File: src/rtl/cen_pkg.sv
// Shared types and constants for the centering-datapath sequencer.
package cen_pkg;

    typedef enum logic [2:0] {
        IDLE      = 3'd0,
        CLEAR     = 3'd1,
        SUM       = 3'd2,
        SUM_DRAIN = 3'd3,
        DIV       = 3'd4,
        SUB       = 3'd5,
        SUB_DRAIN = 3'd6,
        DONE      = 3'd7
    } cen_state_t;

    // Sample-buffer read latency: data appears the cycle after rd_en.
    localparam int CEN_RD_LAT = 1;

endpackage

File: src/rtl/cen_addr_cnt.sv
// Loadable sample-buffer address counter with enable, sync clear and terminal-count flag.
module cen_addr_cnt #(
    parameter int N_SAMPLES = 1024,
    parameter int ADDR_W    = 10
) (
    input  logic              clk,
    input  logic              rst,
    input  logic              clr,
    input  logic              load,
    input  logic [ADDR_W-1:0] load_val,
    input  logic              en,
    output logic [ADDR_W-1:0] count,
    output logic              tc
);

    assign tc = (count == ADDR_W'(N_SAMPLES - 1));

    // Saturates at terminal count so no wrap is ever visible on the address bus.
    // NOTE: sequential state uses non-blocking (<=) so every flop samples pre-edge values.
    always_ff @(posedge clk) begin
        if (rst || clr) begin
            count <= '0;
        end else if (load) begin
            count <= load_val;
        end else if (en && !tc) begin
            count <= count + 1'b1;
        end
    end

endmodule

File: src/rtl/cen_sequencer.sv
// Two-pass centering sequencer: accumulate, wait for the mean divider, then stream
// mean-subtracted samples downstream under valid/ready, all via clock-enable strobes.
module cen_sequencer
    import cen_pkg::*;
#(
    parameter int N_SAMPLES = 1024,
    parameter int ADDR_W    = 10,
    parameter int DIV_LAT   = 4
) (
    input  logic              clk,
    input  logic              rst,
    input  logic              go,
    output logic              busy,
    output logic              done,
    output logic              rd_en,
    output logic [ADDR_W-1:0] rd_addr,
    output logic              clr_sum,
    output logic              en_sum,
    output logic              div_start,
    output logic              en_div,
    output logic              en_sub,
    output logic              out_valid,
    input  logic              out_ready,
    output logic [ADDR_W-1:0] out_addr
);

    localparam int DIV_W = $clog2(DIV_LAT) + 1;

    cen_state_t             state;
    cen_state_t             next_state;
    logic [DIV_W-1:0]       div_cnt;
    logic                   cnt_clr;
    logic                   cnt_tc;
    logic                   issue;
    logic                   last_div;
    logic [CEN_RD_LAT-1:0]  sum_pipe;

    // A new SUB read is allowed only when the output slot is empty or draining.
    assign issue    = !out_valid || out_ready;
    assign last_div = (div_cnt == DIV_W'(DIV_LAT - 1));
    assign cnt_clr  = !(state == SUM || state == SUB);

    cen_addr_cnt #(
        .N_SAMPLES (N_SAMPLES),
        .ADDR_W    (ADDR_W)
    ) u_addr_cnt (
        .clk      (clk),
        .rst      (rst),
        .clr      (cnt_clr),
        .load     (1'b0),
        .load_val ('0),
        .en       (rd_en),
        .count    (rd_addr),
        .tc       (cnt_tc)
    );

    always_ff @(posedge clk) begin
        if (rst) begin
            state <= IDLE;
        end else begin
            state <= next_state;
        end
    end

    always_comb begin
        // NOTE: default assignment first so no path through the case infers a latch.
        next_state = state;
        unique case (state)
            IDLE:      if (go) next_state = CLEAR;
            CLEAR:     next_state = SUM;
            SUM:       if (cnt_tc) next_state = SUM_DRAIN;
            SUM_DRAIN: next_state = DIV;
            DIV:       if (last_div) next_state = SUB;
            SUB:       if (issue && cnt_tc) next_state = SUB_DRAIN;
            SUB_DRAIN: if (out_valid && out_ready) next_state = DONE;
            DONE:      next_state = IDLE;
            default:   next_state = IDLE;
        endcase
    end

    always_comb begin
        busy      = (state != IDLE);
        done      = 1'b0;
        rd_en     = 1'b0;
        clr_sum   = 1'b0;
        div_start = 1'b0;
        en_div    = 1'b0;
        unique case (state)
            CLEAR: clr_sum = 1'b1;
            SUM:   rd_en   = 1'b1;
            DIV: begin
                div_start = (div_cnt == '0);
                en_div    = last_div;
            end
            SUB:   rd_en = issue;
            DONE:  done  = 1'b1;
            default: ;
        endcase
    end

    always_ff @(posedge clk) begin
        if (rst || state != DIV) begin
            div_cnt <= '0;
        end else begin
            div_cnt <= div_cnt + 1'b1;
        end
    end

    // Output register pipeline: strobes line up with the data returned by the buffer.
    assign en_sum = sum_pipe[CEN_RD_LAT-1];

    always_ff @(posedge clk) begin
        if (rst) begin
            sum_pipe  <= '0;
            out_valid <= 1'b0;
            en_sub    <= 1'b0;
            out_addr  <= '0;
        end else begin
            sum_pipe <= CEN_RD_LAT'({sum_pipe, (rd_en && state == SUM)});
            if (state == SUB && issue) begin
                out_valid <= 1'b1;
                en_sub    <= 1'b1;
                out_addr  <= rd_addr;
            end else if (out_ready || !(state == SUB || state == SUB_DRAIN)) begin
                out_valid <= 1'b0;
                en_sub    <= 1'b0;
                out_addr  <= '0;
            end
        end
    end

endmodule

File: config.mk
export PLATFORM = sky130hd
export DESIGN_NAME = cen_sequencer
export DESIGN_NICKNAME = d
export VERILOG_FILES = /design/src/rtl/cen_pkg.sv /design/src/rtl/cen_addr_cnt.sv /design/src/rtl/cen_sequencer.sv
export SDC_FILE = /design/constraint.sdc
export NUM_CORES = 1
export LEC_CHECK = 0
export CAP_MARGIN = 20
export CORE_ASPECT_RATIO = 0.8
export CORE_MARGIN = 2
export CORE_UTILIZATION = 53
export CTS_CLUSTER_SIZE = 40
export DETAILED_ROUTE_END_ITERATION = 8
export PLACE_DENSITY = 0.81
export SLEW_MARGIN = 20
export SYNTH_ARGS = -nofsm -noshare
export SYNTH_HDL_FRONTEND = slang
export SYNTH_HIERARCHICAL = 1
export SYNTH_SLANG_ARGS = --single-unit
File: constraint.sdc
create_clock -name clk -period 2.9 [get_ports clk]
set_input_delay 0.58 -clock clk [delete_from_list [all_inputs] [get_ports clk]]
set_output_delay 0.58 -clock clk [all_outputs]
set_load 0.005 [all_outputs]
* After elaboration in Yosys (flattened, before gate mapping)
Index checks and enable logic that the tools add are counted.
** Word-level totals
- Register bits :: 28
- Output and inout bits :: 29
- Bits of input ports :: 4
** Cells by class
- Equality and inequality tests :: 15
- Reductions and logical operators :: 20
- Add/sub/neg operators :: 2
- Mux-type cells :: 15
** Operator list (count)
- 3-bit one-hot mux with 8 select lines :: 1
- 10-bit two-way mux :: 2
- 3-bit two-way mux :: 5
- 3-bit equality test, second input constant :: 4
- 10-bit by 1-bit adder with 10-bit output, second input constant :: 1
- 10-bit equality test, second input constant :: 1
- 2-bit inequality test, second input constant :: 5
- 3-bit by 2-bit equality test with 1-bit output, second input constant :: 3
- 3-bit zero test :: 2
- 1-bit logical OR :: 6
- 1-bit two-way mux :: 6
- 1-bit logical AND :: 5
- 5-bit AND reduction :: 1
- 1-bit zero test :: 4
- 3-bit by 1-bit adder with 3-bit output, second input constant :: 1
- 3-bit by 1-bit equality test with 1-bit output, second input constant :: 1
- 3-bit inequality test, second input constant :: 1
- 3-bit nonzero test :: 1
- 1-bit one-hot mux with 2 select lines :: 1
- 2-bit nonzero test :: 1

* Logic depth before layout (Yosys ltp)
- Depth after elaboration :: 6
- Depth in mapped cells :: 9

* Hierarchy
Netlist, hierarchy kept.
** Modules (own cells, without submodules)
- cen_sequencer :: seq. area each 360.3 um^2, cells an instance 86, area each 798.3 um^2, instances 1
- cen_addr_cnt :: seq. area each 200.2 um^2, cells an instance 79, area each 620.6 um^2, instances 1

* Worst setup path before layout
No wires, ideal clock.
- Kind :: input port to flip-flop
- Start point :: input port out_ready
- End point :: register u_addr_cnt.count[9]
- Path slack :: 774 ps
- Cell stages on the path :: 8
- Arrival :: 2007 ps
- Setup time :: 118 ps
- Cell sequence :: nand2b_1 and3_1 buf_6 o21bai_1 nand4_1 nor4_1 mux2i_1 a21oi_1
** On the way
- Cells in the longest elaborated chain, start to end :: 3
** Ends and longest elaborated chain
- start: declaration :: RTL line cen_sequencer.sv:23 : input logic out_ready,
- 1-bit logical OR :: RTL line cen_sequencer.sv:39 : assign issue = !out_valid || out_ready;
- 1-bit one-hot mux with 2 select lines :: RTL line cen_sequencer.sv:88 : unique case (state)
- via rd_en :: RTL line cen_sequencer.sv:15 : output logic rd_en,
- 1-bit logical AND :: RTL line cen_addr_cnt.sv:25 : end else if (en && !tc) begin
- end signal: assignment :: RTL line cen_addr_cnt.sv:24 : count <= load_val;
- end signal: assignment :: RTL line cen_addr_cnt.sv:26 : count <= count + 1'b1;
- end: declaration :: RTL line cen_addr_cnt.sv:12 : output logic [ADDR_W-1:0] count,
The timed path passes the listed nets, and every way through them passes these cells.
A chain may end at the register's enable or synchronous reset.

* Final worst setup path
- Start point :: input port out_ready
- End point :: output port rd_en
** On the way
- Cells in the longest elaborated chain, start to end :: 2
** Ends and longest elaborated chain (RTL line)
- 1-bit logical OR :: cen_sequencer.sv:39
- 1-bit one-hot mux with 2 select lines :: cen_sequencer.sv:88
- end: declaration :: cen_sequencer.sv:15
No other way between the ends.

==> results.cfg <==
[clock_network]
clkTransAtPathRegs_ns = 0.15
cts.path.max_buffers = 2
cts_tree = done
cts_setup_buffers = 0
cts_buffers = 3
cts-hold-fix-buffers = 0
insertion_delay_ns = 0.33
cts-htree-levels = 1
cts_sinks = 28
cts_resized = 0
root_buffer = clkbuf_4

[critical_path]
worstPathArrival_ns = 2.06
crit_chain = clkdlybuf4s50_1 > nand2b_1 > and3_1 > o21bai_1 > clkdlybuf4s50_1
cp-end-kind = primary output
cp-start-kind = input pin
cp.required_ns = 2.32
crit_family = buffers and inverters
r2r_cells = 8
crit_buf_inv = 2
crit_path_max_incr_delay_ns = 0.54
cpMostUsedCell = clkdlybuf4s50_1
worstPathMaxFanout = 3
crit_type = input pin to primary output
crit_cells = 5
slowest_stage = clkdlybuf4s50_1

[place]
post_dp_cell_area_um2 = 1812
place_hpwl_mm = 2.542
gp_congestion = 0.8776
place.port_buffers = 32
pre_cts_slack_ns = 0.2209

[global_route]
grt_overflow = 0
grt_pass1_wl_mm = 5.782
grt_pass1_vias = 1290
grt_antenna_before_repair = 0
grt_max_degree = 21
grtUsageTotal_pct = 24.80

[final_layout]
layout-drive-gt1-share_pct = 8.095
design_area_um2 = 1864
antenna_cells = 0
fin_nets = 219
final_common_cell = clkdlybuf4s50_1
area_growth_syn_to_layout_pct = 31.39
layout_common_cells = 32 x clkdlybuf4s50_1, 28 x dfxtp_1, 20 x nor2_1

[logic_synthesis]
ys_top_cells_by_area = dfxtp_1 40%, a22oi_1 5.3%, nor2_1 5.3%, ha_1 3.5%, nand2_1 3.4%
syn_avg_cell_area_um2 = 8.599
yosys_warnings = 6
synth_cell_type_count = 45
synthCells = 165
netlist_area_um2 = 1419
yosysTopAreaCellShare_pct = 39.51
synth-edff-count = 0
ys_seq_area_share_pct = 39.51
ys_seq_elements = 28
yosysTopAreaCell = dfxtp_1
synthArstFlopShare_pct = 0
synth_top_flop_cell = dfxtp_1

[die]
initial_core_util_pct = 56.70
dieArea_um2 = 3110
ios = 33
row_count = 16
fp.dieW_um = 61.85
core-area_um2 = 2502
die_height_um = 50.28

[timing]
min_period_over_period_pct = 90.92
drv_slew = 0
setup_ws_ns = 0.2634
final.setup.tns_ns = 0
final.setup_skew_ns = 0.002127
rsz0062_at_grt = no
hold_violations = 0
max_freq_mhz = 379.3
min_period_ns = 2.637
setup_viol = 0

[power]
powerDensity_nw_per_um2 = 394.7
p_int_mw = 0.5680
switchingPower_mw = 0.1679
p_seq_share_pct = 54.9
p_comb_share_pct = 9.9
peakVddDrop_mv = 0.3091
leakage_nw = 0.6523
sw_frac_of_total_pct = 22.81
clockPowerShare_pct = 35.3

[detailed_routing]
wirelength_mm = 3.500
vias = 1374
post_drt_wl_per_cell_um = 14.23
via_per_inst = 5.585
antenna_left = 0
drt-initial-drc-count = 157
firstDrtPassIters = 5
route.detailed.drc = 0

[run_status]
outcome = finished, final reports clean

[min_path]
hp-class = flip-flop to flip-flop
whs_path_depth = 1

[flow_run]
maxCapViolCount = 0
per-layer routing:
layer	track usage, %	share of wire (%)	up-vias	wire length [µm]
met2	37.72	44	57	1555
met5	0	0	-	0
met1	35.11	46	640	1615
met4	6.738	1.6	0	57
li1	-	-	668	-
met3	5.670	7.8	9	272
final cells by class:
class / count / area (µm²)
clock buffer: 3 / 22.52
clock inverter: 1 / 30.03
fill: 199 / 638.1
inverter: 5 / 18.77
multi-input combinational: 137 / 837.1
sequential: 28 / 560.5
tap: 36 / 45.04
timing repair buffer: 36 / 350.3
cell usage after synthesis, drive strengths merged (2+ instances only):
library cell,instances
dfxtp,28
nor2,20
nand2,13
a21oi,10
a22oi,10
nor3,8
o21ai,7
and3,5
buf,5
inv,5
clkbuf,4
ha,4
nand2b,4
nor3b,4
a211oi,3
and2,3
nor2b,3
or3,3
a31oi,2
mux2i,2
nand3,2
nand4,2
nor4,2
or2,2
final timing paths:
check	startpoint	end	slack, ns
min	div_cnt[0]	div_cnt[0]	0.48
max	out_ready	rd_en	0.26
max reg2reg	state[0]	u_addr_cnt/count[4]	0.68
min reg2reg	div_cnt[0]	div_cnt[0]	0.48
worst register-to-register path, stage by stage (launching register included):
cell and delay (ns):
dfxtp_1 0.50, nor2b_4 0.24, and3_1 0.18, o21bai_1 0.14
buf_4 0.18, and2_0 0.31, a31oi_1 0.15, a311o_1 0.34
a21oi_1 0.13
state kept, by name (all words and copies together) (netlist names):
signal / count
out_addr: 10
u_addr_cnt/count: 10
div_cnt: 3
state: 3
en_sum: 1
out_valid: 1
power groups by stage:
stage | clock network [mW] | logic (mW) | registers, mW
floorplan | 0 | 0.0433 | 0.407
global placement | 0 | 0.0676 | 0.411
detailed placement | 0 | 0.0697 | 0.412
CTS | 0.266 | 0.0700 | 0.404
global route | 0.282 | 0.0796 | 0.405
finish | 0.259 | 0.0727 | 0.404
cells by family after synthesis:
logic type	synth area share, %
AOI/OAI and AO/OA	19.40
DFF	39.51
xor gates and xnor gates	0.6174
muxes	2.998
buffers and inverters	5.203
adders and majority gates	3.527
other	0.2643
and+or+nand+nor	28.48
per-stage QoR:
step / utilization [%] / hold slack, ns / cells / total power [mW]
final: 74.50 / 0.4809 / 246 / 0.7359
after global routing: 74.50 / 0.5146 / 246 / 0.7668
after CTS: 74.50 / 0.4864 / 246 / 0.7396
after detailed placement: 72.40 / 0.4659 / 242 / 0.4815
after global placement: 72.40 / 0.4418 / 242 / 0.4786
after floorplan: - / 0.4309 / 179 / 0.4502
Note: power is estimated with default switching activity, not from simulation.
